<file path="config.mk">
export PLATFORM = sky130hd
export DESIGN_NAME = j1_uart
export DESIGN_NICKNAME = d
export VERILOG_FILES = /design/src/rtl/j1_uart.sv
export SDC_FILE = /design/constraint.sdc
export NUM_CORES = 1
export LEC_CHECK = 0
export ABC_AREA = 1
export CAP_MARGIN = 20
export CORE_MARGIN = 1
export CORE_UTILIZATION = 55
export DETAILED_ROUTE_END_ITERATION = 10
export GPL_TIMING_DRIVEN = 0
export PLACE_DENSITY = 0.77
export SLEW_MARGIN = 15
export SYNTH_ARGS = -nofsm -noshare
export SYNTH_HDL_FRONTEND = slang
export SYNTH_SLANG_ARGS = --single-unit
</file>
<file path="constraint.sdc">
create_clock -name sys_clk_i -period 3.4 [get_ports sys_clk_i]
set_input_delay 1.02 -clock sys_clk_i [delete_from_list [all_inputs] [get_ports sys_clk_i]]
set_output_delay 1.02 -clock sys_clk_i [all_outputs]
set_load 0.005 [all_outputs]
</file>
<file path="src/rtl/j1_uart.sv">
// J1 memory-mapped UART: DATA at 0xF000, STATUS at 0xF002, 8N1 framing, TX FIFO.
// Define J1_UART_LOOPBACK_EN to feed the TX serial stream into RX internally and hold uart_txd high.
//
// state   | meaning (TX and RX FSMs share the encoding)
// IDLE    | line idle, waiting for a byte (TX) or a falling edge (RX)
// START   | start bit (RX: half-bit wait, then glitch check)
// DATA    | eight data bits, LSB first
// STOP    | stop bit
module j1_uart #(
    parameter int CLK_DIV  = 434,
    parameter int TX_DEPTH = 4
) (
    input  logic        sys_clk_i,
    input  logic        sys_rst_n_i,
    input  logic        io_rd,
    input  logic        io_wr,
    input  logic [15:0] io_addr,
    input  logic [15:0] io_dout,
    output logic [15:0] io_din,
    output logic        uart_txd,
    input  logic        uart_rxd
);
    localparam logic [15:0] ADDR_DATA = 16'hF000;
    localparam logic [15:0] ADDR_STAT = 16'hF002;
    localparam logic [15:0] DIV_M1    = 16'(CLK_DIV - 1);
    localparam logic [15:0] HALF_M1   = 16'((CLK_DIV / 2) - 1);
    localparam int          AW        = $clog2(TX_DEPTH);

    typedef enum logic [1:0] {S_IDLE, S_START, S_DATA, S_STOP} state_e;

    logic data_sel, stat_sel, data_rd, data_wr, ovr_clr;
    assign data_sel = (io_addr == ADDR_DATA);
    assign stat_sel = (io_addr == ADDR_STAT);
    assign data_rd  = io_rd & data_sel;
    assign data_wr  = io_wr & data_sel;
    assign ovr_clr  = io_wr & stat_sel & io_dout[3];

    logic unused_dout_bits;
    assign unused_dout_bits = &{1'b0, io_dout[15:8]};

    // ---------------- TX FIFO ----------------
    logic [7:0]  fifo_mem [TX_DEPTH];
    logic [AW:0] wr_ptr_q, wr_ptr_d, rd_ptr_q, rd_ptr_d;
    logic        fifo_empty, fifo_full, push, pop;

    assign fifo_empty = (wr_ptr_q == rd_ptr_q);
    assign fifo_full  = (wr_ptr_q[AW] != rd_ptr_q[AW]) && (wr_ptr_q[AW-1:0] == rd_ptr_q[AW-1:0]);
    assign push       = data_wr & ~fifo_full;

    always_ff @(posedge sys_clk_i) begin
        if (push) fifo_mem[wr_ptr_q[AW-1:0]] <= io_dout[7:0];
    end

    always_comb begin
        wr_ptr_d = wr_ptr_q;
        rd_ptr_d = rd_ptr_q;
        if (push) wr_ptr_d = wr_ptr_q + 1'b1;
        if (pop)  rd_ptr_d = rd_ptr_q + 1'b1;
    end

    // ---------------- TX FSM ----------------
    state_e      tx_state_q, tx_state_d;
    logic [15:0] tx_cnt_q, tx_cnt_d;
    logic [2:0]  tx_bit_q, tx_bit_d;
    logic [7:0]  tx_sh_q, tx_sh_d;
    logic        tx_line;

    always_comb begin
        tx_state_d = tx_state_q;
        tx_cnt_d   = tx_cnt_q;
        tx_bit_d   = tx_bit_q;
        tx_sh_d    = tx_sh_q;
        pop        = 1'b0;
        case (tx_state_q)
            S_IDLE: begin
                if (!fifo_empty) begin
                    pop        = 1'b1;
                    tx_sh_d    = fifo_mem[rd_ptr_q[AW-1:0]];
                    tx_cnt_d   = DIV_M1;
                    tx_state_d = S_START;
                end
            end
            S_START: begin
                if (tx_cnt_q == 16'd0) begin
                    tx_cnt_d   = DIV_M1;
                    tx_bit_d   = 3'd0;
                    tx_state_d = S_DATA;
                end else begin
                    tx_cnt_d = tx_cnt_q - 16'd1;
                end
            end
            S_DATA: begin
                if (tx_cnt_q == 16'd0) begin
                    tx_cnt_d = DIV_M1;
                    tx_sh_d  = {1'b0, tx_sh_q[7:1]};
                    if (tx_bit_q == 3'd7) tx_state_d = S_STOP;
                    else                  tx_bit_d   = tx_bit_q + 3'd1;
                end else begin
                    tx_cnt_d = tx_cnt_q - 16'd1;
                end
            end
            S_STOP: begin
                if (tx_cnt_q == 16'd0) begin
                    // Chain straight into the next start bit when more data is queued.
                    if (!fifo_empty) begin
                        pop        = 1'b1;
                        tx_sh_d    = fifo_mem[rd_ptr_q[AW-1:0]];
                        tx_cnt_d   = DIV_M1;
                        tx_state_d = S_START;
                    end else begin
                        tx_state_d = S_IDLE;
                    end
                end else begin
                    tx_cnt_d = tx_cnt_q - 16'd1;
                end
            end
            default: tx_state_d = S_IDLE;
        endcase
    end

    always_comb begin
        tx_line = 1'b1;
        if (tx_state_q == S_START)     tx_line = 1'b0;
        else if (tx_state_q == S_DATA) tx_line = tx_sh_q[0];
    end

    // ---------------- RX path ----------------
    logic rx_in;

`ifdef J1_UART_LOOPBACK_EN
    assign rx_in    = tx_line;
    assign uart_txd = 1'b1;
`else
    assign rx_in    = uart_rxd;
    assign uart_txd = tx_line;
`endif

    logic [1:0]  rx_sync_q;
    logic        rx_prev_q, rx_s;
    state_e      rx_state_q, rx_state_d;
    logic [15:0] rx_cnt_q, rx_cnt_d;
    logic [2:0]  rx_bit_q, rx_bit_d;
    logic [7:0]  rx_sh_q, rx_sh_d;
    logic [7:0]  rx_data_q, rx_data_d;
    logic        rx_valid_q, rx_valid_d, rx_ovr_q, rx_ovr_d, rx_done;

    assign rx_s = rx_sync_q[1];

    always_comb begin
        rx_state_d = rx_state_q;
        rx_cnt_d   = rx_cnt_q;
        rx_bit_d   = rx_bit_q;
        rx_sh_d    = rx_sh_q;
        rx_done    = 1'b0;
        case (rx_state_q)
            S_IDLE: begin
                if (rx_prev_q && !rx_s) begin
                    rx_cnt_d   = HALF_M1;
                    rx_state_d = S_START;
                end
            end
            S_START: begin
                if (rx_cnt_q == 16'd0) begin
                    if (rx_s) begin
                        rx_state_d = S_IDLE;
                    end else begin
                        rx_cnt_d   = DIV_M1;
                        rx_bit_d   = 3'd0;
                        rx_state_d = S_DATA;
                    end
                end else begin
                    rx_cnt_d = rx_cnt_q - 16'd1;
                end
            end
            S_DATA: begin
                if (rx_cnt_q == 16'd0) begin
                    rx_cnt_d = DIV_M1;
                    rx_sh_d  = {rx_s, rx_sh_q[7:1]};
                    if (rx_bit_q == 3'd7) rx_state_d = S_STOP;
                    else                  rx_bit_d   = rx_bit_q + 3'd1;
                end else begin
                    rx_cnt_d = rx_cnt_q - 16'd1;
                end
            end
            S_STOP: begin
                if (rx_cnt_q == 16'd0) begin
                    rx_done    = rx_s;
                    rx_state_d = S_IDLE;
                end else begin
                    rx_cnt_d = rx_cnt_q - 16'd1;
                end
            end
            default: rx_state_d = S_IDLE;
        endcase
    end

    // A completion that coincides with a DATA read keeps valid set and is not an overrun.
    always_comb begin
        rx_data_d  = rx_done ? rx_sh_q : rx_data_q;
        rx_valid_d = rx_done ? 1'b1 : (data_rd ? 1'b0 : rx_valid_q);
        rx_ovr_d   = rx_ovr_q;
        if (ovr_clr) rx_ovr_d = 1'b0;
        if (rx_done && rx_valid_q && !data_rd) rx_ovr_d = 1'b1;
    end

    always_ff @(posedge sys_clk_i or negedge sys_rst_n_i) begin
        if (!sys_rst_n_i) begin
            wr_ptr_q   <= '0;
            rd_ptr_q   <= '0;
            tx_state_q <= S_IDLE;
            tx_cnt_q   <= 16'd0;
            tx_bit_q   <= 3'd0;
            tx_sh_q    <= 8'h00;
            rx_sync_q  <= 2'b11;
            rx_prev_q  <= 1'b1;
            rx_state_q <= S_IDLE;
            rx_cnt_q   <= 16'd0;
            rx_bit_q   <= 3'd0;
            rx_sh_q    <= 8'h00;
            rx_data_q  <= 8'h00;
            rx_valid_q <= 1'b0;
            rx_ovr_q   <= 1'b0;
        end else begin
            wr_ptr_q   <= wr_ptr_d;
            rd_ptr_q   <= rd_ptr_d;
            tx_state_q <= tx_state_d;
            tx_cnt_q   <= tx_cnt_d;
            tx_bit_q   <= tx_bit_d;
            tx_sh_q    <= tx_sh_d;
            rx_sync_q  <= {rx_sync_q[0], rx_in};
            rx_prev_q  <= rx_s;
            rx_state_q <= rx_state_d;
            rx_cnt_q   <= rx_cnt_d;
            rx_bit_q   <= rx_bit_d;
            rx_sh_q    <= rx_sh_d;
            rx_data_q  <= rx_data_d;
            rx_valid_q <= rx_valid_d;
            rx_ovr_q   <= rx_ovr_d;
        end
    end

    always_comb begin
        io_din = 16'h0000;
        if (data_sel)
            io_din = {8'h00, rx_data_q};
        else if (stat_sel)
            io_din = {12'h000, rx_ovr_q, fifo_empty & (tx_state_q == S_IDLE), fifo_full, rx_valid_q};
    end
endmodule

</file>
==> summary by stage <==
Pwr
The analysis attributes to cell leakage a power of 3.32 nW. IR analysis of the VDD net gives a maximum drop of 431 uV. Power spread over the standard cell area amounts to 454 nW/um2.

Global route
For this run the aggregate overflow at the end of global routing stands at 0. The largest net degree at the start of global routing is 59. The met1 routing resource usage after global routing is 0.288. For met3 alone, demand over resource in global routing was 0.0558.

The number of antenna violations at the first check in global routing is 0. The met2 usage in global routing is 0.411. The highest-utilization routing layer at the global route stage is met2. In the global route stage, overall resource usage came out at 0.237. The number of global-route vias before repair was 4775. The first global-routing pass estimated 21200 um of wire.

Timing
The achievable frequency is 303 MHz. Setup repair after global routing could not meet its margin everywhere. The setup TNS is 0 ps.

The total count of hold-check failures in the final report was 0. Setup violations remaining at the end of the flow were counted as 0. For the pin with the worst max-slew slack, the measured transition is 827 ps. The worst hold margin is 361 ps. In the post-route analysis, the smallest setup slack over all paths is 103 ps. For the finished layout, the period the worst path requires is 3300 ps. Dividing the final minimum period by the clock period gives 0.970. The number of max-slew violations in the final report came to 0. The worst-case clock skew is 10.8 ps.

Measured against its own limit, the worst slew margin works out to 0.447.

Synthesis
The commonest cells after synthesis are nand2_1 (245), nor2_1 (93), inv_1 (81), nand3_1 (76), dfrtp_1 (74). The main combinational cell family by area after synthesis is simple AND/OR/NAND/NOR gates. Yosys printed 0 warnings. The mux cell area share after synthesis is 0.

Of the post-synthesis cell area, the dominant cell type holds 0.310. Dividing the synthesized area by the synthesized cell count gives 7.80 um2. In this run, synthesis inferred 32 flip-flops with an integrated enable.

The post-synthesis sequential area ratio is 0.484. The most used flip-flop cell after synthesis is dfrtp_1. The compound-gate portion of the synthesized area is 0.0639. Of the total synthesized cell area, the portion taken by AND, OR, NAND and NOR gates is 0.315. Yosys attributes the largest share of cell area to dfrtp_1 (31%), edfxtp_1 (16%), nand2_1 (15%). The proportion of synthesized flip-flops having asynchronous set or reset is 0.706. Of the total synthesized cell area, the portion taken by full adders, half adders and majority gates is 0.0461. The post-synthesis cell type with the largest combined area is dfrtp_1.

After synthesis the netlist holds a flip-flop and latch count of 109. In this run, distinct cell masters in the synthesized netlist total 36. The combined area of all synthesized cells is 5970 um2. Synthesis produced 765 cells. By instance count, the leading cell after synthesis is nand2_1. The synthesized-area fraction occupied by xor and xnor cells is 0.0174.

Route
The average wire length per cell after detail routing is 12.9 um. The sum of routed wire length over all layers is 12500 um. For this run, design rule violations remaining after detail routing come to 0. The total via count in the routed design is 5000. The via density per instance is 5.18. The count of nets left with antenna violations after detail routing is 0. The first-pass iteration count of the detailed router is 5.

The first-iteration detailed-routing DRC count is 311.

Floorplan
The region available for standard cell placement spans 10400 um2. The floorplan has 37 rows. The height of the die is 106 um. The number of primary I/O pins is 54. The die covers 11300 um2. For this configuration, the core starts out at a cell density of 0.573. The horizontal die dimension is 106 um.

Placed design
OpenSTA, run right after detailed placement, puts the worst setup slack at -531 ps. The wire-length estimate of the detail-placed layout is 9130 um. The total of buffers placed on input and output ports is 37. The placement-stage cell area is 6560 um2. The global placement routability congestion is 0.918. The placed cell count is 946.

CTS
The TritonCTS sink count is 109. The number of buffers added to fix hold violations after cts is 0. Clock-pin slew was measured on the worst setup and hold paths at 100 ps. The clock tree from TritonCTS is built. The clock passes through at most 2 buffers. Clock latency on the worst-skew pair, taken at its later pin, is 390 ps. Clock tree synthesis inserted a total of 9 buffers. The number of H-tree branching levels is 3.

In this run the clock root is driven by a clkbuf_8.

Critical path
For the worst setup path, the data arrival time is 2280 ps. The launching element type of the critical path is an input pin. The highest net fanout along the worst path is 4. At the worst endpoint, the required time is 2380 ps. The critical path is of the in -> out type. The worst setup path is captured at a primary output.

Cells and area
The number of fillers in the final layout is 890. The number of nets at the end of the flow is 883. For this run, the number of standard cells in the final layout without fillers is 965. The finished cells cover 6750 um2.

Of the cells placed in the final design, the portion with a size suffix greater than 1 is 0.0808. The diode insertion count for antenna repair is 0. The area growth from synthesis to layout is 13.0%.

Hold path
The path class of the lowest-slack min-delay path is reg -> reg.

Job
The count of max-cap constraint violations is 0.

Run status
The run finished with clean final reports.
metrics by stage:
stage                     power [mW]   util
after global routing            3.26  0.648
after CTS                       3.08  0.649
after floorplan                 2.11      -
final                           3.06  0.648
after global placement          2.31  0.628
after detailed placement        2.33  0.630
state kept, by name (all words and copies together), names as in the netlist, 3 cells and up, named ones only:
| register | cells |
|---|---|
| tx_sh_q | 8 |
| wr_ptr_q | 3 |
| rx_cnt_q | 16 |
| tx_bit_q | 3 |
| fifo_mem | 32 |
| rx_bit_q | 3 |
| rd_ptr_q | 3 |
| tx_cnt_q | 16 |
| rx_data_q | 8 |
| rx_sh_q | 8 |
cells by family (layout without fill, tap and decap cells):
family	count (synthesis)	after routing
flops	109	109
buf+inv	105	162
fa+ha+maj	22	22
other cells	1	8
xor+xnor	11	11
simple gates	446	446
compound gates	71	71
final timing paths:
path / startpoint / to / slack (ps) / depth (start not counted)
max reg2reg: rd_ptr_q[0] / fifo_mem[2][4] / 1220 / 5
max: io_addr[9] / io_din[6] / 100 / 8
min in group asynchronous: sys_rst_n_i / tx_bit_q[2] / 500 / 1
min: rx_sync_q[0] / rx_sync_q[1] / 360 / 0
max in group asynchronous: sys_rst_n_i / rx_prev_q / 2270 / 2
min reg2reg: rx_sync_q[0] / rx_sync_q[1] / 360 / 0
power breakdown:
part | total (mW) | switching, mW | internal, mW
combinational | 0.806 | 0.528 | 0.278
clock | 0.745 | 0.449 | 0.296
sequential | 1.51 | 0.0809 | 1.43
area by class of cell:
type / count / area [um2] / share of cell area
flip-flops and latches: 109 / 2890 / 0.429
multi-input cells: 558 / 2680 / 0.397
repair buffers: 41 / 388 / 0.0575
inverters: 86 / 328 / 0.0486
well taps: 136 / 170 / 0.0252
clock buffers: 11 / 141 / 0.0210
plain buffers: 19 / 106 / 0.0158
clock inverters: 5 / 42.5 / 0.00630
metal layers:
metal,vias up,wire length [um]
li1,2559,-
met1,2294,5400
met2,131,6240
met3,16,670
met4,0,163
met5,-,0
layout by cell type (no fill, tap or decap), types with 3 or more instances in the layout:
master,count
nand2_1,243
nor2_1,92
inv_1,80
nand3_1,76
dfrtp_1,74
o21ai_0,38
edfxtp_1,32
clkdlybuf4s50_1,26
ha_1,22
a21oi_1,17
nand4_1,13
buf_4,12
clkbuf_8,10
o21ai_1,8
conb_1,8
nor2_2,7
buf_2,7
clkbuf_1,7
xor2_1,6
nand3_2,4
nand2_2,4
xnor2_1,4
clkbuf_2,4
o21bai_1,3
nor3_1,3
dfstp_2,3
worst max-delay path, stage by stage:
cell and delay [ps]:
clkdlybuf4s50_1 400, nor2_1 110, nand3_1 90, nor2_2 130, nand2_2 90, buf_4 150, nor2_1 80, clkdlybuf4s15_1 210
what timing repair did:
action                                  in CTS  in global routing
endpoints found under the setup margin       8                  4
gates resized for setup                     20                 15
setup buffers                                3                  1
pin swaps                                    3                  7
(Power assumes the default switching activity.)
